File: src/rtl/uart_receiver.sv
// 8N1 UART receiver sampling on a 16x clock-enable; reports the byte on a sticky rdy, plus framing error and overrun.
// Latency: rdy rises at the mid-stop sample, 2 clk of synchroniser plus 152 clken pulses after the start edge; no backpressure, overrun flags a lost byte.
module uart_receiver #(
    parameter int OVERSAMPLE = 16
) (
    input  logic       clk,
    input  logic       rst,
    input  logic       clken,
    input  logic       rx,
    input  logic       rdy_clr,
    output logic [7:0] dout,
    output logic       rdy,
    output logic       rx_busy,
    output logic       ferr,
    output logic       overrun
);

    localparam logic [3:0] LP_MID  = 4'(OVERSAMPLE / 2 - 1);
    localparam logic [3:0] LP_LAST = 4'(OVERSAMPLE - 1);

    typedef enum logic [1:0] {IDLE, START, DATA, STOP} state_t;

    state_t     r_state, w_state_nxt;
    logic       r_sync1, r_sync2;
    logic [3:0] r_cnt, w_cnt_nxt;
    logic [2:0] r_bit, w_bit_nxt;
    logic       r_armed, w_armed_nxt;
    logic [7:0] r_shift, w_shift_nxt;
    logic [7:0] r_dout, w_dout_nxt;
    logic       r_rdy, w_rdy_nxt;
    logic       r_ferr, w_ferr_nxt;
    logic       r_ovr, w_ovr_nxt;
    logic       w_rx;

    assign w_rx = r_sync2;

    always_comb begin
        w_state_nxt = r_state;
        w_cnt_nxt   = r_cnt;
        w_bit_nxt   = r_bit;
        w_armed_nxt = r_armed;
        w_shift_nxt = r_shift;
        w_dout_nxt  = r_dout;
        w_rdy_nxt   = r_rdy;
        w_ferr_nxt  = r_ferr;
        w_ovr_nxt   = r_ovr;

        if (rdy_clr) begin
            w_rdy_nxt = 1'b0;
            w_ovr_nxt = 1'b0;
        end

        if (clken) begin
            unique case (r_state)
                IDLE: begin
                    // Needs a high line before each start so a held break cannot retrigger.
                    if (w_rx) begin
                        w_armed_nxt = 1'b1;
                    end else if (r_armed) begin
                        w_state_nxt = START;
                        w_cnt_nxt   = 4'd0;
                        w_armed_nxt = 1'b0;
                    end
                end
                START: begin
                    if (r_cnt == LP_MID) begin
                        w_cnt_nxt = 4'd0;
                        if (!w_rx) begin
                            w_state_nxt = DATA;
                            w_bit_nxt   = 3'd0;
                        end else begin
                            w_state_nxt = IDLE;
                        end
                    end else begin
                        w_cnt_nxt = r_cnt + 4'd1;
                    end
                end
                DATA: begin
                    if (r_cnt == LP_LAST) begin
                        w_cnt_nxt   = 4'd0;
                        w_shift_nxt = {w_rx, r_shift[7:1]};
                        if (r_bit == 3'd7) begin
                            w_state_nxt = STOP;
                        end else begin
                            w_bit_nxt = r_bit + 3'd1;
                        end
                    end else begin
                        w_cnt_nxt = r_cnt + 4'd1;
                    end
                end
                STOP: begin
                    if (r_cnt == LP_LAST) begin
                        w_cnt_nxt   = 4'd0;
                        w_state_nxt = IDLE;
                        if (w_rx) begin
                            w_dout_nxt = r_shift;
                            w_rdy_nxt  = 1'b1;
                            w_ferr_nxt = 1'b0;
                            // A same-cycle acknowledge consumed the old byte, so nothing is lost.
                            if (r_rdy && !rdy_clr) begin
                                w_ovr_nxt = 1'b1;
                            end
                        end else begin
                            w_ferr_nxt = 1'b1;
                        end
                    end else begin
                        w_cnt_nxt = r_cnt + 4'd1;
                    end
                end
                default: w_state_nxt = IDLE;
            endcase
        end
    end

    always_ff @(posedge clk) begin
        if (rst) begin
            r_state <= IDLE;
            r_sync1 <= 1'b1;
            r_sync2 <= 1'b1;
            r_cnt   <= 4'd0;
            r_bit   <= 3'd0;
            r_armed <= 1'b0;
            r_shift <= 8'h00;
            r_dout  <= 8'h00;
            r_rdy   <= 1'b0;
            r_ferr  <= 1'b0;
            r_ovr   <= 1'b0;
        end else begin
            r_state <= w_state_nxt;
            r_sync1 <= rx;
            r_sync2 <= r_sync1;
            r_cnt   <= w_cnt_nxt;
            r_bit   <= w_bit_nxt;
            r_armed <= w_armed_nxt;
            r_shift <= w_shift_nxt;
            r_dout  <= w_dout_nxt;
            r_rdy   <= w_rdy_nxt;
            r_ferr  <= w_ferr_nxt;
            r_ovr   <= w_ovr_nxt;
        end
    end

    assign dout    = r_dout;
    assign rdy     = r_rdy;
    assign rx_busy = (r_state != IDLE);
    assign ferr    = r_ferr;
    assign overrun = r_ovr;

endmodule
File: config.mk
export PLATFORM = sky130hd
export DESIGN_NAME = uart_receiver
export DESIGN_NICKNAME = d
export VERILOG_FILES = /design/src/rtl/uart_receiver.sv
export SDC_FILE = /design/constraint.sdc
export NUM_CORES = 1
export LEC_CHECK = 0
export CORE_ASPECT_RATIO = 1.4
export CORE_UTILIZATION = 35
export CTS_BUF_LIST = sky130_fd_sc_hd__clkbuf_8
export DETAILED_ROUTE_END_ITERATION = 10
export PLACE_DENSITY = 0.63
export SLEW_MARGIN = 20
export SYNTH_ARGS = -nofsm -noshare
export SYNTH_HDL_FRONTEND = slang
export SYNTH_SLANG_ARGS = --single-unit
export TNS_END_PERCENT = 30
File: constraint.sdc
create_clock -name clk -period 1.3 [get_ports clk]
set_input_delay 0.195 -clock clk [delete_from_list [all_inputs] [get_ports clk]]
set_output_delay 0.195 -clock clk [all_outputs]
set_load 0.03 [all_outputs]
==> impl_metrics.ini <==
[yosys]
syn_avg_cell_area_um2 = 9.66
async_reset_ff_frac = 0
ys_warn_count = 0
netlist_instances = 137
ys_top_cells_by_area = dfxtp_1, mux2i_1, nor2_1, ha_1, a21oi_1
synthesis.nets = 145
synth_area_mm2 = 0.00132
synth.distinct_cells = 36
synth_edf_count = 0
yosys.area.top_type = dfxtp_1
ys_seq_area_frac = 0.469
ys_seq_elements = 31
synthDominantCellAreaShare = 0.469
synthFlopType = dfxtp_1

[die]
io-pin-count = 17
core_area_mm2 = 0.00364
die_h_um = 74.8
start_util = 0.363
rows = 26
design.die.area_mm2 = 0.00404
dieWidth_um = 54.0

[global_routing]
grt_usage = 0.170
first_global_vias = 1102
grt-ovfl-total = 0
grt_pass1_wl_um = 4820
grt_max_degree = 16
grt_antenna_before_repair = 0

[clocking]
cts_tree = yes
cts_hold_buf = 0
root_buffer = clkbuf_8
clkLatencyLatePin_ps = 290
clk_pin_slew_worst_paths_ps = 70
cts_buffers = 5
clk_path_buf_depth = 2
cts.sinks = 31
htree_num_levels = 2

[final_layout]
final_core_util = 0.519
antennaDiodeCount = 0
final_common_cell = dfxtp_1
area_growth_pct = 42.9
final_layout_size_suffix_gt1_frac = 0.373
final_cell_mix = dfxtp_1, buf_4, nor2_1, mux2i_1, dlygate4sd2_1
nets = 184

[critical_path]
critical_path.endpoint_type = flop
crit_buf_inv = 0
path_class = reg2reg
critical_path.max_stage_delay_ps = 340
arrival_ps = 1540
r2r_setup_slack_ps = -70
rr_startpoint = r_bit[1]
cp_max_fo = 2
crit_top_cell = ha_4
required_ps = 1470
critPathLaunchType = flop
startpoint = r_bit[1]
cp_top_family = compound AO/OA/AOI/OAI gates
path_cells = ha_4, ha_4, o211a_1, o211ai_1, a211o_1, a21oi_1
slowest_stage = dfxtp_2

[timing]
max_freq_ghz = 0.729
worst_slack_ps = -72.1
hold_violations = 0
slew_violations = 0
period_share = 1.06
worstMarginPinSlew_ps = 315
finalCriticalPeriod_ps = 1370
rsz0062_at_grt = yes
finalClockSkew_ps = 7.76
relSlewSlack = 0.791
whs_ps = 418
setup_violations = 6

[power]
ir_drop_v = 0.000909
total_power_mw = 1.80
power_density_mw_per_mm2 = 951
p_leak_nw = 0.830

[drt]
dr.pass1.iters = 4
post_drt_via_cell_ratio = 5.08
num_vias = 1112
wl_per_cell_um = 14.1
totalWireLength_um = 3090
ant_nets = 0
drc_errors = 0
first_iter_violations = 23

[run_status]
violations = setup timing
outcome = finished, violations left

[place]
numPortBuffers = 16
dp.final_hpwl_um = 2220
gp_congestion = 0.745

[run]
maxCapViolations = 0

[hold_path]
hold_start = r_sync1
hold_path_class = reg2reg
-- routing by layer --
layer  wire length, µm  up-vias  track usage
met5                 0        -            0
met4                65        0       0.0855
met3                92        5       0.0545
met2              1640       15        0.302
met1              1290      530        0.175
li1                  -      562            -
-- flip-flops by register name (all words and copies together), names as in the netlist, named ones only --
signal and count:
r_state 1, r_sync2 1, r_bit 3, dout 8, r_cnt 4, r_sync1 1
ferr 1, overrun 1, rdy 1, r_shift 8, r_armed 1
-- cell usage after synthesis, types with 2 or more instances --
cell type / number
dfxtp_1: 31
nor2_1: 21
mux2i_1: 18
a21oi_1: 7
nand2_1: 5
and3_1: 4
o21ai_0: 4
a31oi_1: 3
clkbuf_1: 3
ha_1: 3
nand3b_1: 3
a311oi_1: 2
buf_2: 2
buf_4: 2
buf_6: 2
inv_1: 2
nand2b_1: 2
nand3_1: 2
o21ai_1: 2
or2_1: 2
xnor2_1: 2
-- power by group --
part           internal [mW]  switching, mW
clock                  0.372          0.378
combinational         0.0434         0.0445
sequential             0.957        0.00542
total                   1.37          0.428
-- final timing paths --
| kind | end | cells after the start |
|---|---|---|
| max | r_state[0] | 6 |
| min | r_sync2 | 1 |
| max reg2reg | r_state[0] | 6 |
| min reg2reg | r_sync2 | 1 |
-- stage by stage --
stage          instances  area (µm²)  setup TNS, ps  setup slack [ps]
2_1_floorplan        137        1360           -181             -21.8
3_3_place_gp         208        1690          -3780              -268
3_5_place_dp         208        1690          -4340              -249
4_1_cts              216        1790           -789             -96.2
5_1_grt              219        1890          -1170              -138
6_report             219        1890           -296             -72.1
-- cell families after synthesis --
kind of cell | after synthesis | share of synthesized area
and+or+nand+nor | 46 | 0.177
DFF | 31 | 0.469
AOI/OAI and AO/OA | 25 | 0.124
muxes | 18 | 0.136
buffers and inverters | 12 | 0.0529
adders and majority gates | 3 | 0.0284
xor gates and xnor gates | 2 | 0.0132
-- area by class of cell --
| cell class | count | area, µm² |
|---|---|---|
| clock buffer | 5 | 68.8 |
| multi-input combinational | 94 | 761 |
| clock inverter | 3 | 20.0 |
| tap | 42 | 52.6 |
| fill | 357 | 1750 |
| timing repair buffer | 41 | 348 |
| sequential | 31 | 631 |
| inverter | 3 | 11.3 |
-- timing repair --
action / in CTS / in global routing
setup endpoints to repair: 36 / 27
pin swaps: 3 / 13
setup buffers: 0 / 4
resized for setup: 20 / 26
Power figures use the tool's default switching activity.
